**src/rtl/mem_arbiter.sv**
```systemverilog
// -----------------------------------------------------------------------------
// mem_arbiter
// Shares one single-port memory between an instruction-fetch port and a data
// port. Only one transaction is outstanding at a time. The data port normally
// wins a simultaneous request. A starvation counter lets a waiting fetch win
// once the data port has been granted STARVE_MAX times in a row. A BUSY
// watchdog aborts a transaction that never gets mem_ack and raises a sticky
// err. The aborted requester still receives its ready pulse, with zero data.
//
// Ports
//   clk, rst        sole rising-edge clock, synchronous active-high reset
//   if_req/if_addr  fetch request (held until if_ready) and its address
//   if_ready        one-cycle fetch completion, if_rdata valid with it
//   d_req/d_we      data request (held until d_ready), 1=store 0=load
//   d_addr/d_wdata  data address and store data
//   d_ready         one-cycle data completion, d_rdata valid with it
//   mem_req..wdata  memory request, held stable until mem_ack
//   mem_rdata/ack   memory read data and one-cycle completion
//   err             sticky timeout flag, cleared only by rst
// -----------------------------------------------------------------------------
module mem_arbiter #(
    parameter int AW         = 32,
    parameter int DW         = 32,
    parameter int TIMEOUT    = 255,
    parameter int STARVE_MAX = 4
) (
    input  logic          clk,
    input  logic          rst,
    input  logic          if_req,
    input  logic [AW-1:0] if_addr,
    output logic          if_ready,
    output logic [DW-1:0] if_rdata,
    input  logic          d_req,
    input  logic          d_we,
    input  logic [AW-1:0] d_addr,
    input  logic [DW-1:0] d_wdata,
    output logic          d_ready,
    output logic [DW-1:0] d_rdata,
    output logic          mem_req,
    output logic          mem_we,
    output logic [AW-1:0] mem_addr,
    output logic [DW-1:0] mem_wdata,
    input  logic [DW-1:0] mem_rdata,
    input  logic          mem_ack,
    output logic          err
);

    typedef enum logic [1:0] {
        IDLE = 2'd0,
        BUSY = 2'd1,
        RESP = 2'd2
    } state_t;

    localparam logic [7:0] LP_TIMEOUT    = 8'(TIMEOUT);
    localparam logic [2:0] LP_STARVE_MAX = 3'(STARVE_MAX);

    state_t          r_state;
    state_t          w_state_nxt;
    logic [2:0]      r_starve;
    logic [7:0]      r_busy_cnt;
    logic            r_own_d;       // 1: data port owns the in-flight transaction
    logic            r_mem_req;
    logic            r_mem_we;
    logic [AW-1:0]   r_mem_addr;
    logic [DW-1:0]   r_mem_wdata;
    logic            r_if_ready;
    logic            r_d_ready;
    logic [DW-1:0]   r_if_rdata;
    logic [DW-1:0]   r_d_rdata;
    logic            r_err;

    logic            w_req_any;
    logic            w_grant_d;
    logic [7:0]      w_cnt_inc;
    logic            w_timeout;
    logic            w_done;
    logic [DW-1:0]   w_resp_data;

    assign w_req_any   = d_req | if_req;
    // Data wins ties unless fetch has already waited through STARVE_MAX data grants.
    assign w_grant_d   = d_req & ~(if_req & (r_starve == LP_STARVE_MAX));
    assign w_cnt_inc   = r_busy_cnt + 8'd1;
    // This BUSY cycle would be the TIMEOUT-th one without an ack.
    assign w_timeout   = (w_cnt_inc == LP_TIMEOUT);
    assign w_done      = mem_ack | w_timeout;
    // An aborted transaction returns zero data.
    assign w_resp_data = mem_ack ? mem_rdata : '0;

    always_comb begin
        w_state_nxt = r_state;
        case (r_state)
            IDLE:    if (w_req_any) w_state_nxt = BUSY;
            BUSY:    if (w_done)    w_state_nxt = RESP;
            RESP:    w_state_nxt = IDLE;
            default: w_state_nxt = IDLE;
        endcase
    end

    always_ff @(posedge clk) begin
        if (rst) begin
            r_state     <= IDLE;
            r_starve    <= 3'd0;
            r_busy_cnt  <= 8'd0;
            r_own_d     <= 1'b0;
            r_mem_req   <= 1'b0;
            r_mem_we    <= 1'b0;
            r_mem_addr  <= '0;
            r_mem_wdata <= '0;
            r_if_ready  <= 1'b0;
            r_d_ready   <= 1'b0;
            r_if_rdata  <= '0;
            r_d_rdata   <= '0;
            r_err       <= 1'b0;
        end else begin
            r_state    <= w_state_nxt;
            r_if_ready <= 1'b0;
            r_d_ready  <= 1'b0;
            case (r_state)
                IDLE: begin
                    if (w_req_any) begin
                        r_own_d    <= w_grant_d;
                        r_mem_req  <= 1'b1;
                        r_busy_cnt <= 8'd0;
                        if (w_grant_d) begin
                            r_mem_we    <= d_we;
                            r_mem_addr  <= d_addr;
                            r_mem_wdata <= d_wdata;
                        end else begin
                            r_mem_we    <= 1'b0;
                            r_mem_addr  <= if_addr;
                            r_mem_wdata <= '0;
                        end
                        // Count only data grants that made a waiting fetch wait longer.
                        r_starve <= (w_grant_d && if_req) ? r_starve + 3'd1 : 3'd0;
                    end
                end
                BUSY: begin
                    if (!mem_ack) r_busy_cnt <= w_cnt_inc;
                    if (w_done) begin
                        r_mem_req <= 1'b0;
                        if (!mem_ack) r_err <= 1'b1;
                        if (r_own_d) begin
                            r_d_ready <= 1'b1;
                            // A store has nothing to return; d_rdata keeps its value.
                            if (!r_mem_we) r_d_rdata <= w_resp_data;
                        end else begin
                            r_if_ready <= 1'b1;
                            r_if_rdata <= w_resp_data;
                        end
                    end
                end
                default: ;
            endcase
        end
    end

    assign if_ready  = r_if_ready;
    assign if_rdata  = r_if_rdata;
    assign d_ready   = r_d_ready;
    assign d_rdata   = r_d_rdata;
    assign mem_req   = r_mem_req;
    assign mem_we    = r_mem_we;
    assign mem_addr  = r_mem_addr;
    assign mem_wdata = r_mem_wdata;
    assign err       = r_err;

endmodule

```
**config.mk**
```make
export PLATFORM = sky130hd
export DESIGN_NAME = mem_arbiter
export DESIGN_NICKNAME = d
export VERILOG_FILES = /design/src/rtl/mem_arbiter.sv
export SDC_FILE = /design/constraint.sdc
export NUM_CORES = 1
export LEC_CHECK = 0
export BUFFER_PORTS_ARGS = -buffer_cell sky130_fd_sc_hd__buf_2
export CORE_MARGIN = 3
export CORE_UTILIZATION = 30
export DETAILED_ROUTE_END_ITERATION = 10
export GPL_TIMING_DRIVEN = 0
export HOLD_SLACK_MARGIN = 0.03
export SYNTH_ARGS = -nofsm -noshare
export SYNTH_HDL_FRONTEND = slang
export SYNTH_SLANG_ARGS = --single-unit
```
**constraint.sdc**
```tcl
create_clock -name clk -period 2.37 [get_ports clk]
set_input_delay 0 -clock clk [delete_from_list [all_inputs] [get_ports clk]]
set_output_delay 0 -clock clk [all_outputs]
set_load 0.01 [all_outputs]
```
### After elaboration in Yosys (flattened, before gate mapping)

Cells that the tools add are included.

* register bits: 147
* latch bits: 0
* memory bits (writable): 0
* bits in read-only memories: 0
* input bits: 134
* output and inout port bits: 133
* logic and storage cells: 58
* memories: 0

* add/sub/neg operators: 2
* multiply operators: 0
* div/mod/pow operators: 0
* magnitude comparators: 0
* equality and inequality tests: 6
* shift-type cells: 0
* muxes and demuxes: 16
* bitwise operators: 10
* reduce and logical (&&, ||, !) cells: 11

Operator list (count)
* 32-bit two-way mux: 3
* 8-bit two-way mux: 2
* 8-bit one-hot mux with 2 select lines: 1
* 3-bit AND reduction: 4
* 8-bit by 1-bit adder with 8-bit output (second input constant): 1
* 8-bit equality test (second input constant): 1
* 2-bit inequality test (second input constant): 3
* 1-bit inverter: 6
* 1-bit two-way mux: 5
* 2-bit two-way mux: 2
* 2-bit one-hot mux with 2 select lines: 1
* 2-bit AND reduction: 2
* 4-bit AND reduction: 1
* 3-bit by 1-bit adder with 3-bit output (second input constant): 1
* 3-bit equality test (second input constant): 1
* 3-bit two-way mux: 1
* 3-bit OR reduction: 1
* 1-bit AND: 2
* 2-bit by 1-bit equality test with 1-bit output (second input constant): 1
* 2-bit zero test: 1
* 1-bit bitwise OR: 2
* 1-bit one-hot mux with 2 select lines: 1
* 2-bit nonzero test: 1
* 1-bit logical AND: 1

### Longest topological paths before layout

* word-level depth: 6
* mapped depth: 9

### Worst setup path before layout

Ideal clock, no wire load.

* kind: reg2reg
* start point: register r_busy_cnt[0]
* end point: register r_d_rdata[21] (netlist: d_rdata[21])
* setup time: 151 ps
* arrival time: 1658 ps
* required time: 2219 ps
* path slack: 561 ps
* cell stages (with the launch flop): 9
* clock period less this slack: 1809 ps
* cell sequence: dfxtp_1 ha_1 nand3_1 xor2_1 nor2_1 o2111a_2 buf_6 buf_6 a311oi_2

* cells in the longest elaborated chain, start to end: 4

Ends and longest elaborated chain
* start, declared: RTL line 60 `logic [7:0] r_busy_cnt;`
* start signal, assigned: RTL line 138 `if (!mem_ack) r_busy_cnt <= w_cnt_inc;`
* 8-bit by 1-bit adder with 8-bit output: RTL line 82 `assign w_cnt_inc = r_busy_cnt + 8'd1;`
* 8-bit equality test: RTL line 84 `assign w_timeout = (w_cnt_inc == LP_TIMEOUT);`
* 1-bit bitwise OR: RTL line 85 `assign w_done = mem_ack | w_timeout;`
* 4-bit AND reduction (no line)
* end signal, assigned: RTL line 145 `if (!r_mem_we) r_d_rdata <= w_resp_data;`
* end, declared: RTL line 69 `logic [DW-1:0] r_d_rdata;`

Every way passes these cells.
A chain may end at the register's enable or synchronous reset.

### Worst setup path in the final report

* start point: register r_busy_cnt[0]
* end point: register r_d_rdata[30] (netlist: d_rdata[30])

The elaborated chain is that of the path after synthesis.

==> metrics.txt <==
Total Routing Usage GR=21.0%; vias in the first global route=7006; # H-tree levels=4; initial core utilization=31.1%; Synth top cells by count=nand2_1, dfxtp_1, a21oi_1, a311oi_1, clkbuf_1; Synth Cell Area=6160 um^2; EDFF count, synth=0; placed wire-length estimate=16500 um; ANT nets after route=0; Clock transition at path regs=0.07 ns; post-synthesis sequential area ratio=47.8%; PortBufs=265; synth warn=0; worst slew pin tran=0.753 ns; WL final=23900 um; initial antenna violation count=0; Storage cell area=2940 um^2; number of DRC markers in iteration 0=295; met3 wire len=1670 um; die height=149 um; die width=149 um; Max FO, Critical Path=10; startpoint types=flop; num rows=51; Primary FF master, synth=dfxtp_1; routed length per instance=16.8 um; Syn-to-layout area delta=58.3%; drt first pass iters=5; CTS max path bufs=2; Tcrit/Tclk final=91.0%; CTS Buf Count=17; GP Congestion=0.823; min-delay worst type=input port to flop; Top Metal Used=met4; # DRC=0; # setup viols final=0; Worst-Skew Late Latency=0.42 ns; Filler Cell Count=1922; number of max-cap violations=0; setup TNS=0 ns; clock sink count=147; die area=22300 um^2; Vias=7175; first-pass GRT wire length=37500 um; met2 routed WL=11500 um; number of nets in the layout=1287; critical path type=flop to flop; Async SR Flop Fraction=0%; most frequent cell after synthesis=nand2_1; Peak supply drop=489 uV; Root Buffer Master=clkbuf_16; met1 WL=10000 um; #FFs+latches synth=147; share of cells above drive strength 1=29.0%; required time of the critical path=2.63 ns; CTS tree=done; Worst slew margin=49.8%; Worst R2R Setup Slack=0.21 ns; RSZ-0062 raised after global routing=false; synthesized area per cell=8.38 um^2; Cells after Synth=735; Fin. Hold Viols=0; max-slew violation count=0; fmax=464 MHz; core box area=19800 um^2; grt ovf=0; pin count of the biggest net entering global routing=17; DR vias/cell=5.02; Distinct cells, synth=38; final setup skew=0.0136 ns; Post-CTS Setup Inserts=0; Setup crit end kind=flop; minimum clock period=2.16 ns; IO Pins=267; Mapped Nets=873; Worst EP arrival=2.42 ns; Multi-input gate area=2900 um^2; area post-placement=7810 um^2; Area contributors post-synth=dfxtp_1, a311oi_1, nand2_1; post-synth top area share=47.8%; fin area=9740 um^2; leading area contributor after synthesis=dfxtp_1; status=completed; Leak=4.07 nW; pwr dens=673 nW/um^2
==> power by group <==
group,internal (W),switching (W),total (W)
Combinational,0.000461,0.000596,0.00106
Clock,0.00170,0.00113,0.00283
Sequential,0.00260,0.0000701,0.00267
Total,0.00476,0.00179,0.00656
==> cell type report <==
cell class                 count  area share, %
antenna                        1         0.0257
buffer                        72           3.21
clock buffer                  19           4.55
clock inverter                13           1.75
inverter                       4          0.154
multi-input combinational    512           29.7
sequential                   147           30.2
tap                          265           3.40
timing repair buffer         395           27.0
==> worst max-delay path, cell delays in order, from the launching register on <==
cell and delay [ns]:
dfxtp_1 0.42, ha_1 0.25, nand3_1 0.17, xor2_1 0.18
nor2_1 0.21, o2111a_2 0.31, buf_6 0.18, buf_6 0.18
a311oi_2 0.11
==> state kept, by name, summed over array words and instances (netlist names) <==
signal / flops
r_busy_cnt: 8
d_ready: 1
err: 1
mem_req: 1
r_starve: 3
r_state: 2
mem_wdata: 32
mem_addr: 32
if_ready: 1
if_rdata: 32
r_own_d: 1
d_rdata: 32
mem_we: 1
==> final timing paths <==
check | from | to | depth (start not counted)
hold reg to reg | mem_wdata[13] | mem_wdata[13] | 2
setup reg to reg | r_busy_cnt[0] | d_rdata[30] | 8
setup / recovery | r_busy_cnt[0] | d_rdata[30] | 8
hold / removal | d_req | mem_addr[0] | 4
==> cell usage in the layout (no fill, tap or decap), types with 4 or more instances in the layout <==
cell type and instances:
a21oi_1 107, a311oi_1 80, a311oi_2 19, and2_1 4, buf_2 276, clkbuf_1 54, clkbuf_16 17, clkinv_4 4
dfxtp_1 147, dlygate4sd3_1 130, ha_1 4, inv_1 4, inv_6 4, nand2_1 171, nand3_1 37, nand4_1 4
nor2_1 52, o21ai_0 7
==> per-layer routing <==
layer	vias up	GRT usage (%)
met5	-	0
met4	0	8.47
met3	52	5.14
met2	300	34.9
met1	3332	26.3
li1	3491	-
==> repair_timing <==
item                                    CTS  global route
hold endpoints to repair                132             0
endpoints found under the setup margin    0            27
hold buffers                            130             0
resized for setup                         0             5
==> cell families (layout without fill, tap and decap cells) <==
logic type                 Yosys count  after routing  synth area share, %
and+or+nand+nor                    285            285                 19.5
AOI/OAI and AO/OA                  220            220                 26.2
other                                0              1                    0
buffers and inverters               76            503                 5.28
xor gates and xnor gates             3              3                0.427
DFF                                147            147                 47.8
adders and majority gates            4              4                0.813
==> per-stage QoR <==
step	setup WS, ns	power [W]	hold slack (ns)	util (%)	cells
detailed placement	0.0458	0.00360	0.264	39.5	1265
global route	0.0156	0.00682	0.0941	49.2	1427
finish	0.214	0.00656	0.0821	49.2	1428
CTS	0.0125	0.00661	0.0758	49.2	1427
global placement	0.0715	0.00359	0.257	39.5	1265
floorplan	0.561	0.00317	0.152	-	735
(Power assumes the default switching activity.)
